$ cat src/rtl/feature_buf_port.sv
// -----------------------------------------------------------------------------
// feature_buf_port
// Initiator-side port controller for the ping-pong feature SRAM. Steers logical
// read/write requests to bank A or B according to buf_sel, returns read data
// with a fixed one-cycle latency, and flips buf_sel at layer boundaries once
// in-flight reads have drained. A bank is never read and written in one cycle.
//
// Optional feature macro: FEATURE_BUF_OOB_CHECK_EN
//   defined   : addresses >= DEPTH are handshaken but suppressed at the bank
//               (no write, read returns 0x00) and raise sticky o_err_oob.
//   undefined : addresses pass through unchecked, o_err_oob tied 0.
//
// Ports
//   i_clk, i_rst                 clock, asynchronous active-high reset
//   i_swap_req / o_swap_done     bank flip request pulse / flip-effective pulse
//   o_buf_sel                    0: read A / write B, 1: read B / write A
//   i_load_mode                  writes target the read bank
//   i_rd_req_valid/o_rd_req_ready, i_rd_addr          read request
//   o_rd_resp_valid, o_rd_resp_data                   read response
//   i_wr_valid/o_wr_ready, i_wr_addr, i_wr_data       write request
//   o_wr_count                   writes accepted since last swap or reset
//   o_a_* / i_a_rdata            bank A SRAM port
//   o_b_* / i_b_rdata            bank B SRAM port
//   o_err_oob                    sticky out-of-range flag
// -----------------------------------------------------------------------------
module feature_buf_port #(
  parameter int unsigned ADDR_W = 14,
  parameter int unsigned DATA_W = 8,
  parameter int unsigned DEPTH  = 12000
) (
  input  logic              i_clk,
  input  logic              i_rst,
  input  logic              i_swap_req,
  output logic              o_swap_done,
  output logic              o_buf_sel,
  input  logic              i_load_mode,
  input  logic              i_rd_req_valid,
  output logic              o_rd_req_ready,
  input  logic [ADDR_W-1:0] i_rd_addr,
  output logic              o_rd_resp_valid,
  output logic [DATA_W-1:0] o_rd_resp_data,
  input  logic              i_wr_valid,
  output logic              o_wr_ready,
  input  logic [ADDR_W-1:0] i_wr_addr,
  input  logic [DATA_W-1:0] i_wr_data,
  output logic [ADDR_W:0]   o_wr_count,
  output logic              o_a_we,
  output logic [ADDR_W-1:0] o_a_waddr,
  output logic [DATA_W-1:0] o_a_wdata,
  output logic [ADDR_W-1:0] o_a_raddr,
  input  logic [DATA_W-1:0] i_a_rdata,
  output logic              o_b_we,
  output logic [ADDR_W-1:0] o_b_waddr,
  output logic [DATA_W-1:0] o_b_wdata,
  output logic [ADDR_W-1:0] o_b_raddr,
  input  logic [DATA_W-1:0] i_b_rdata,
  output logic              o_err_oob
);

  localparam int unsigned CNT_W = ADDR_W + 1;
  localparam logic [CNT_W-1:0] CNT_MAX = '1;

  // Elaboration guard: the bank must be addressable with ADDR_W bits.
  if (DEPTH > (32'd1 << ADDR_W)) begin : g_depth_chk
    $error("feature_buf_port: DEPTH does not fit in ADDR_W address bits");
  end

  typedef enum logic [1:0] {
    ST_IDLE  = 2'd0,
    ST_DRAIN = 2'd1,
    ST_FLIP  = 2'd2
  } state_t;

  state_t            r_state;
  state_t            w_state_nxt;
  logic              r_buf_sel;
  logic              r_rd_pend;
  logic              r_rd_tag;
  logic              r_rd_oob;
  logic [CNT_W-1:0]  r_wr_count;

  logic              w_idle;
  logic              w_rd_acc;
  logic              w_wr_acc;
  logic              w_rd_oob;
  logic              w_wr_oob;
  logic              w_wr_bank;
  logic              w_flip_entry;

  // Range check on incoming addresses (only with the OOB feature).
`ifdef FEATURE_BUF_OOB_CHECK_EN
  localparam logic [CNT_W-1:0] DEPTH_L = CNT_W'(DEPTH);
  logic r_err_oob;

  assign w_rd_oob = ({1'b0, i_rd_addr} >= DEPTH_L);
  assign w_wr_oob = ({1'b0, i_wr_addr} >= DEPTH_L);

  // Sticky error: set by any handshaken out-of-range request.
  always_ff @(posedge i_clk or posedge i_rst) begin
    if (i_rst) begin
      r_err_oob <= 1'b0;
    end else if ((w_rd_acc && w_rd_oob) || (w_wr_acc && w_wr_oob)) begin
      r_err_oob <= 1'b1;
    end
  end

  assign o_err_oob = r_err_oob;
`else
  assign w_rd_oob  = 1'b0;
  assign w_wr_oob  = 1'b0;
  assign o_err_oob = 1'b0;
`endif

  // FSM state register.
  always_ff @(posedge i_clk or posedge i_rst) begin
    if (i_rst) begin
      r_state <= ST_IDLE;
    end else begin
      r_state <= w_state_nxt;
    end
  end

  // FSM next state: drain waits for the last read response before flipping.
  always_comb begin
    w_state_nxt = r_state;
    unique case (r_state)
      ST_IDLE:  if (i_swap_req) w_state_nxt = ST_DRAIN;
      ST_DRAIN: if (!r_rd_pend) w_state_nxt = ST_FLIP;
      ST_FLIP:  w_state_nxt = ST_IDLE;
      default:  w_state_nxt = ST_IDLE;
    endcase
  end

  // FSM outputs: requests only in IDLE; a shared-bank write blocks the read.
  always_comb begin
    w_idle         = 1'b0;
    o_swap_done    = 1'b0;
    o_wr_ready     = 1'b0;
    o_rd_req_ready = 1'b0;
    unique case (r_state)
      ST_IDLE: begin
        w_idle         = 1'b1;
        o_wr_ready     = 1'b1;
        o_rd_req_ready = !(i_load_mode && i_wr_valid);
      end
      ST_FLIP:  o_swap_done = 1'b1;
      default: ;
    endcase
  end

  assign w_rd_acc     = i_rd_req_valid && o_rd_req_ready;
  assign w_wr_acc     = i_wr_valid && o_wr_ready;
  // Write bank: opposite of read bank, or the read bank itself during load.
  assign w_wr_bank    = i_load_mode ? r_buf_sel : ~r_buf_sel;
  assign w_flip_entry = (r_state == ST_DRAIN) && (w_state_nxt == ST_FLIP);

  // Bank select, response tag and write counter.
  always_ff @(posedge i_clk or posedge i_rst) begin
    if (i_rst) begin
      r_buf_sel  <= 1'b0;
      r_rd_pend  <= 1'b0;
      r_rd_tag   <= 1'b0;
      r_rd_oob   <= 1'b0;
      r_wr_count <= '0;
    end else begin
      r_rd_pend <= w_rd_acc;
      if (w_rd_acc) begin
        r_rd_tag <= r_buf_sel;
        r_rd_oob <= w_rd_oob;
      end
      if (w_flip_entry) begin
        r_buf_sel <= ~r_buf_sel;
      end
      if (w_flip_entry) begin
        r_wr_count <= '0;
      end else if (w_wr_acc && (r_wr_count != CNT_MAX)) begin
        r_wr_count <= r_wr_count + CNT_W'(1);
      end
    end
  end

  // Bank port steering; idle ports are held at zero.
  always_comb begin
    o_a_we    = 1'b0;
    o_a_waddr = '0;
    o_a_wdata = '0;
    o_a_raddr = '0;
    o_b_we    = 1'b0;
    o_b_waddr = '0;
    o_b_wdata = '0;
    o_b_raddr = '0;
    if (w_rd_acc && !w_rd_oob) begin
      if (r_buf_sel) o_b_raddr = i_rd_addr;
      else           o_a_raddr = i_rd_addr;
    end
    if (w_wr_acc && !w_wr_oob) begin
      if (w_wr_bank) begin
        o_b_we    = 1'b1;
        o_b_waddr = i_wr_addr;
        o_b_wdata = i_wr_data;
      end else begin
        o_a_we    = 1'b1;
        o_a_waddr = i_wr_addr;
        o_a_wdata = i_wr_data;
      end
    end
  end

  // Response mux uses the registered tag so load_mode changes cannot steer it.
  assign o_rd_resp_valid = r_rd_pend;
  assign o_rd_resp_data  = (r_rd_pend && !r_rd_oob) ?
                           (r_rd_tag ? i_b_rdata : i_a_rdata) : '0;
  assign o_buf_sel       = r_buf_sel;
  assign o_wr_count      = r_wr_count;

endmodule

$ cat config.mk
export PLATFORM = sky130hd
export DESIGN_NAME = feature_buf_port
export DESIGN_NICKNAME = d
export VERILOG_FILES = /design/src/rtl/feature_buf_port.sv
export SDC_FILE = /design/constraint.sdc
export NUM_CORES = 1
export LEC_CHECK = 0
export CORE_MARGIN = 1.5
export CORE_UTILIZATION = 33
export CTS_BUF_LIST = sky130_fd_sc_hd__clkbuf_4
export DETAILED_ROUTE_END_ITERATION = 10
export PLACE_DENSITY = 0.95
export SLEW_MARGIN = 20
export SYNTH_ARGS = -nofsm -noshare
export SYNTH_HDL_FRONTEND = slang
export SYNTH_SLANG_ARGS = --single-unit
$ cat constraint.sdc
create_clock -name i_clk -period 4.3 [get_ports i_clk]
set_input_delay 0.86 -clock i_clk [delete_from_list [all_inputs] [get_ports i_clk]]
set_output_delay 0.86 -clock i_clk [all_outputs]
set_load 0.02 [all_outputs]
==> results of run 1 <==
## final timing paths
path | start | endpoint | depth (start not counted)
worst max-delay path | i_load_mode | o_a_waddr[6] | 5
worst min-delay path | o_wr_count[14] | o_wr_count[14] | 1
worst max register to register | o_wr_count[0] | o_wr_count[13] | 5
worst min register to register | o_wr_count[14] | o_wr_count[14] | 1
max in group asynchronous | i_rst | o_wr_count[3] | 2
min in group asynchronous | i_rst | o_wr_count[12] | 2
## worst max-delay path, stage by stage
cell and delay [ns]:
clkdlybuf4s50_1 0.50, xor2_1 0.19, and3_1 0.58, and2_1 0.22, clkdlybuf4s50_1 0.62
## layout make-up
class	instances	share of cell area, %
Timing Repair Buffer	161	47.7
Multi-Input combinational cell	172	33.1
Sequential cell	20	14.8
Tap cell	67	2.49
Clock inverter	1	0.891
Clock buffer	3	0.668
Inverter	3	0.334
## routing by layer
layer	part of all wire (%)	up-vias
met1	39	961
met4	1.6	0
met2	52	91
met3	7.1	11
met5	0	-
li1	-	1001
## logic make-up after synthesis
| group | synth area share [%] |
|---|---|
| XOR/XNOR | 2.62 |
| buffers and inverters | 3.29 |
| flip-flops | 29.9 |
| adder cells (fa/ha/maj) | 0.748 |
| multiplexers | 5.99 |
| AND/OR/NAND/NOR | 47.5 |
| AO/OA/AOI/OAI | 9.73 |
| other | 0.224 |
## report_power, final
group / switching, mW / internal, mW / leakage, nW
combinational: 0.494 / 0.460 / 1.08
sequential: 0.0766 / 0.223 / 0.269
clock: 0.0629 / 0.0943 / 0.0279
total: 0.633 / 0.778 / 1.38
## Yosys cell counts, types with 2 or more instances
cell type,number,area share [%]
a211o_1,2,1.0
a21o_1,2,0.90
a21oi_1,2,0.60
a221o_1,2,1.2
and2_1,73,27
and3_1,3,1.1
and4_4,2,1.3
buf_2,2,0.60
clkbuf_1,7,1.6
dfrtp_1,20,30
inv_1,3,0.67
mux2i_1,10,6.0
nand2_1,13,2.9
nand3_1,7,2.1
nand4_1,2,0.75
nor2_1,11,2.5
nor2b_1,9,3.4
nor3_1,5,1.5
o21ai_0,3,0.90
or4_1,2,0.90
xnor2_1,4,2.1
## flip-flops by register name, summed over array words and instances (netlist names)
| signal | flops |
|---|---|
| o_wr_count | 15 |
| r_state | 2 |
| o_buf_sel | 1 |
| o_rd_resp_valid | 1 |
| r_rd_tag | 1 |
==> impl_table.tex, run 1 <==
\begin{tabular}{lr}
\hline
Metric & Value \\
\hline
\multicolumn{2}{l}{\textbf{Clock network}} \\
\quad H-tree levels & 1 \\
\quad Total of hold buffers inserted after clock tree synthesis & 0 \\
\quad TritonCTS buffer count & 3 \\
\quad Post-CTS Setup Bufs & 0 \\
\quad Clock Sinks & 20 \\
\quad Quantity of gates resized following cts & 0 \\
\quad Clock tree from TritonCTS & done \\
\quad Clock slew at reported path FFs & 0.12 ns \\
\quad CTS root buffer & clkbuf\_4 \\
\quad CTS max path bufs & 2 \\
\quad Later-pin clock latency in the skew report & 0.31 ns \\
\multicolumn{2}{l}{\textbf{Die}} \\
\quad Width of the die & 74.2 um \\
\quad Std cell rows & 25 \\
\quad Placeable Area & 4790 um2 \\
\quad Effective utilization at floorplan & 34.9\% \\
\quad Height of the chip & 74.2 um \\
\quad Area of the die & 5500 um2 \\
\quad I/O pin cnt & 161 \\
\multicolumn{2}{l}{\textbf{Worst setup path}} \\
\quad Worst Setup Path Type & input pin to output pin \\
\quad Max FO, Critical Path & 23 \\
\quad Crit path capture type & output pin \\
\quad Required arrival time at the worst endpoint & 3.44 ns \\
\quad Startpoint type of the worst setup path & input pin \\
\quad Flop2flop setup slack & 2.12 ns \\
\quad Arr. time, crit path & 2.97 ns \\
\multicolumn{2}{l}{\textbf{Global route}} \\
\quad GRT met1 Usage & 24.8\% \\
\quad Aggregate global-route resource usage & 21.7\% \\
\quad Overflow left after global routing & 0 \\
\quad Pin count of the biggest net entering global routing & 24 \\
\quad Initial antenna violation count & 0 \\
\quad Global-route wire length before repair & 9.27 mm \\
\quad Global Route met2 Usage & 41.7\% \\
\quad Met3 track utilization from global routing & 3.25\% \\
\quad Number of global-route vias before repair & 1858 \\
\quad Peak-usage layer in the global routing report & met2 \\
\multicolumn{2}{l}{\textbf{Timing}} \\
\quad Layout Skew & 0.00592 ns \\
\quad Period Utilization, post-route & 89.0\% \\
\quad Final TNS setup & 0 ns \\
\quad Total count of max-transition violations in the final report & 0 \\
\quad RSZ-0062 raised after global routing & false \\
\quad Worst slew margin relative to its limit & 49.7\% \\
\quad Max Clk Rate & 261 MHz \\
\quad Worst Max-Slew Pin Slew & 0.753 ns \\
\quad Worst-case setup margin in the final layout & 0.471 ns \\
\quad Final Hold Vio Count & 0 \\
\quad Setup-violating endpoint count in the final report & 0 \\
\quad Time the worst path needs with I/O delays and setup & 3.83 ns \\
\quad Post-Route Hold Slack & 0.506 ns \\
\multicolumn{2}{l}{\textbf{Logic synthesis}} \\
\quad Ys flop type & dfrtp\_1 \\
\quad Sequential element share of the synthesized area & 29.9\% \\
\quad Number of instances in the synthesized netlist & 205 \\
\quad Mean area per synthesized cell & 8.15 um2 \\
\quad Nets in the synthesized netlist & 264 \\
\quad \#FFs+latches synth & 20 \\
\quad Number of distinct library cells after synthesis & 42 \\
\quad Post-Syn Area & 1670 um2 \\
\quad Share of async-settable or async-resettable flops after synthesis & 100\% \\
\quad Yosys warns & 0 \\
\quad Count of flip-flops with a built-in enable after synthesis & 0 \\
\multicolumn{2}{l}{\textbf{Route}} \\
\quad Remaining design rule violation count & 0 \\
\quad Iteration-0 DRC Markers & 46 \\
\quad Via Count & 2064 \\
\quad Total length of routed wires & 6.79 mm \\
\quad Average wire per standard cell & 15.9 um \\
\quad Count of nets left with antenna violations after detail routing & 0 \\
\quad Vias per inst & 4.83 \\
\quad First drt pass iteration count & 4 \\
\multicolumn{2}{l}{\textbf{Finish}} \\
\quad Post-route insts no fill & 427 \\
\quad Area growth from synthesis to layout & 102\% \\
\quad Total Nets Final & 420 \\
\quad Final Util & 70.4\% \\
\quad Most common library cell in the layout ignoring fill and taps & clkdlybuf4s50\_1 \\
\quad Combined area of the multi-input logic cells & 1120 um2 \\
\quad Final Cell Area & 3370 um2 \\
\quad Fraction of final layout cells with drive strength greater than 1 & 3.61\% \\
\quad Commonest cells after routing, fill and taps aside & clkdlybuf4s50\_1, and2\_1, dfrtp\_1, nand2\_1, nor2\_1 \\
\quad Register area & 500 um2 \\
\quad Number of antenna cells inserted & 0 \\
\quad Filler cell count in the final layout & 388 \\
\multicolumn{2}{l}{\textbf{Power}} \\
\quad Power Dens Cells & 419 nW/um2 \\
\quad Largest voltage drop on the vdd net & 0.317 mV \\
\quad Static leakage & 1.38 nW \\
\quad Overall Power & 1.41 mW \\
\multicolumn{2}{l}{\textbf{Placement}} \\
\quad Post-detail-place hpwl & 5.33 mm \\
\quad Pre-CTS worst setup slack & 0.451 ns \\
\quad Routability congestion estimate from global placement & 0.846 \\
\quad Placed cell count & 423 \\
\quad PortBufs & 159 \\
\quad Cell Area, Placed & 3320 um2 \\
\multicolumn{2}{l}{\textbf{Outcome}} \\
\quad Status & finished clean \\
\multicolumn{2}{l}{\textbf{Worst hold path}} \\
\quad Worst min-delay path class & flip-flop to flip-flop \\
\multicolumn{2}{l}{\textbf{Run}} \\
\quad Count of maximum capacitance violations & 0 \\
\hline
\end{tabular}
(Power assumes the default switching activity.)
==> inputs of run 2 (changes only) <==
SETUP_SLACK_MARGIN = 0.4   (was not set)
TNS_END_PERCENT = 1   (was not set)
==> impl_table.tex, run 2 (same netlist as run 1, synthesis figures left out) <==
\begin{tabular}{lr}
\hline
Metric & Value \\
\hline
\multicolumn{2}{l}{\textbf{Outcome}} \\
\quad Status & finished clean (unchanged) \\
\multicolumn{2}{l}{\textbf{Global route}} \\
\quad Overflow left after global routing & 0 (unchanged) \\
\quad Global-route wire length before repair & 9.27 mm (unchanged) \\
\quad Pin count of the biggest net entering global routing & 24 (unchanged) \\
\quad Aggregate global-route resource usage & 21.7\% (unchanged) \\
\quad Initial antenna violation count & 0 (unchanged) \\
\quad Number of global-route vias before repair & 1858 (unchanged) \\
\multicolumn{2}{l}{\textbf{Worst setup path}} \\
\quad Critical Path Source & i\_load\_mode (unchanged) \\
\quad Critical register-to-register path startpoint & o\_wr\_count[0] (unchanged) \\
\quad Required arrival time at the worst endpoint & 3.44 ns (about the same) \\
\quad Crit path capture type & output pin (unchanged) \\
\quad Max FO, Critical Path & 15 (was 23) \\
\quad Startpoint type of the worst setup path & input pin (unchanged) \\
\quad Worst Setup Path Type & input pin to output pin (unchanged) \\
\quad Arr. time, crit path & 2.93 ns (was 2.97 ns) \\
\multicolumn{2}{l}{\textbf{Finish}} \\
\quad Number of antenna cells inserted & 0 (unchanged) \\
\quad Total Nets Final & 420 (unchanged) \\
\quad Post-route insts no fill & 427 (unchanged) \\
\quad Fraction of final layout cells with drive strength greater than 1 & 3.89\% (was 3.61\%) \\
\quad Commonest cells after routing, fill and taps aside & clkdlybuf4s50\_1, and2\_1, dfrtp\_1, nand2\_1, nor2\_1 (unchanged) \\
\quad Final Util & 70.5\% (was 70.4\%) \\
\quad Most common library cell in the layout ignoring fill and taps & clkdlybuf4s50\_1 (unchanged) \\
\quad Filler cell count in the final layout & 390 (was 388) \\
\quad Max reg flops & 15 (unchanged) \\
\quad Area growth from synthesis to layout & 102\% (about the same) \\
\multicolumn{2}{l}{\textbf{Timing}} \\
\quad Period Utilization, post-route & 88.2\% (was 89.0\%) \\
\quad Setup-violating endpoint count in the final report & 0 (unchanged) \\
\quad Final TNS setup & 0 ns (unchanged) \\
\quad RSZ-0062 raised after global routing & false (unchanged) \\
\quad Time the worst path needs with I/O delays and setup & 3.79 ns (was 3.83 ns) \\
\quad Layout Skew & 0.00457 ns (was 0.00592 ns) \\
\quad Max Clk Rate & 264 MHz (was 261 MHz) \\
\quad Total count of max-transition violations in the final report & 0 (unchanged) \\
\quad Post-Route Hold Slack & 0.506 ns (about the same) \\
\quad Final Hold Vio Count & 0 (unchanged) \\
\quad Worst Max-Slew Pin Slew & 0.754 ns (was 0.753 ns) \\
\quad Worst slew margin relative to its limit & 49.7\% (about the same) \\
\multicolumn{2}{l}{\textbf{Route}} \\
\quad Met2 Routed Length & 3.59 mm (was 3.55 mm) \\
\quad Metal1 wirelength & 2.62 mm (was 2.65 mm) \\
\quad Iteration-0 DRC Markers & 35 (was 46) \\
\quad Total length of routed wires & 6.81 mm (was 6.79 mm) \\
\quad Average wire per standard cell & 15.9 um (about the same) \\
\quad First drt pass iteration count & 4 (unchanged) \\
\quad Via Count & 2067 (was 2064) \\
\quad Count of nets left with antenna violations after detail routing & 0 (unchanged) \\
\quad Remaining design rule violation count & 0 (unchanged) \\
\quad Vias per inst & 4.84 (was 4.83) \\
\quad Highest routed layer & met4 (unchanged) \\
\quad Routed length on met3 & 490 um (was 480 um) \\
\multicolumn{2}{l}{\textbf{Clock network}} \\
\quad Clock Sinks & 20 (unchanged) \\
\quad Later-pin clock latency in the skew report & 0.31 ns (about the same) \\
\quad H-tree levels & 1 (unchanged) \\
\quad Clock slew at reported path FFs & 0.12 ns (about the same) \\
\quad TritonCTS buffer count & 3 (unchanged) \\
\quad Post-CTS Setup Bufs & 0 (unchanged) \\
\quad Clock tree from TritonCTS & done (unchanged) \\
\quad CTS max path bufs & 2 (unchanged) \\
\quad CTS root buffer & clkbuf\_4 (unchanged) \\
\multicolumn{2}{l}{\textbf{Die}} \\
\quad Std cell rows & 25 (unchanged) \\
\quad Placeable Area & 4790 um2 (unchanged) \\
\quad Width of the die & 74.2 um (unchanged) \\
\quad I/O pin cnt & 161 (unchanged) \\
\quad Area of the die & 5500 um2 (unchanged) \\
\quad Height of the chip & 74.2 um (unchanged) \\
\quad Effective utilization at floorplan & 34.9\% (unchanged) \\
\multicolumn{2}{l}{\textbf{Power}} \\
\quad Largest voltage drop on the vdd net & 0.324 mV (was 0.317 mV) \\
\quad Power Dens Cells & 419 nW/um2 (about the same) \\
\quad Static leakage & 1.38 nW (about the same) \\
\quad Overall Power & 1.41 mW (about the same) \\
\multicolumn{2}{l}{\textbf{Placement}} \\
\quad Routability congestion estimate from global placement & 0.846 (unchanged) \\
\quad PortBufs & 159 (unchanged) \\
\quad Post-detail-place hpwl & 5.33 mm (unchanged) \\
\quad Placed cell count & 423 (unchanged) \\
\multicolumn{2}{l}{\textbf{Worst hold path}} \\
\quad Origin of the worst min-delay path & o\_wr\_count[14] (unchanged) \\
\quad Worst min-delay path class & flip-flop to flip-flop (unchanged) \\
\multicolumn{2}{l}{\textbf{Run}} \\
\quad Count of maximum capacitance violations & 0 (unchanged) \\
\hline
\end{tabular}
-- run 2: final timing paths --
kind	to	slack (ns)	cells past startpoint
worst max-delay path	o_b_raddr[12]	0.51	5
worst min-delay path	o_wr_count[14]	0.51	1
worst max register to register	o_wr_count[13]	2.12	5
worst min register to register	o_wr_count[14]	0.51	1
max in group asynchronous	o_wr_count[3]	2.85	2
min in group asynchronous	o_wr_count[12]	0.98	2
-- run 2: power breakdown --
| group | switching [mW] | leakage, nW | internal (mW) |
|---|---|---|---|
| Combinational | 0.494 | 1.08 | 0.461 |
| Sequential | 0.0764 | 0.269 | 0.223 |
| Clock | 0.0625 | 0.0279 | 0.0943 |
-- run 2: per-stage QoR --
stage	instance area (um2)	worst slack, ns
2_1_floorplan	1670	1.08
3_3_place_gp	3320	0.531
3_5_place_dp	3320	0.451
4_1_cts	3370	0.446
5_1_grt	3370	0.442
6_report	3370	0.506
-- run 2: final cells by class --
class	count	area (um2)	area share, %
Sequential cell	20	500	14.8
Clock buffer	3	22.5	0.668
Inverter	3	11.3	0.334
Tap cell	67	83.8	2.49
Timing Repair Buffer	161	1610	47.6
Clock inverter	1	30.0	0.891
Multi-Input combinational cell	172	1120	33.1
-- run 2: critical path: stages --
cell and delay [ns]:
clkdlybuf4s50_1 0.44, a211oi_1 0.35, and3_1 0.46, and2_1 0.20, clkdlybuf4s50_1 0.62
-- run 2: metal layers --
| layer | vias up | track usage (%) |
|---|---|---|
| met4 | 0 | 5.56 |
| met3 | 11 | 3.25 |
| met2 | 95 | 41.7 |
| li1 | 1000 | - |
| met1 | 961 | 24.8 |
| met5 | - | 0 |
-- run 2: timing repair --
item	CTS	global route
hold buffers	0	0
gates resized for setup	0	1
setup endpoints to repair	0	11
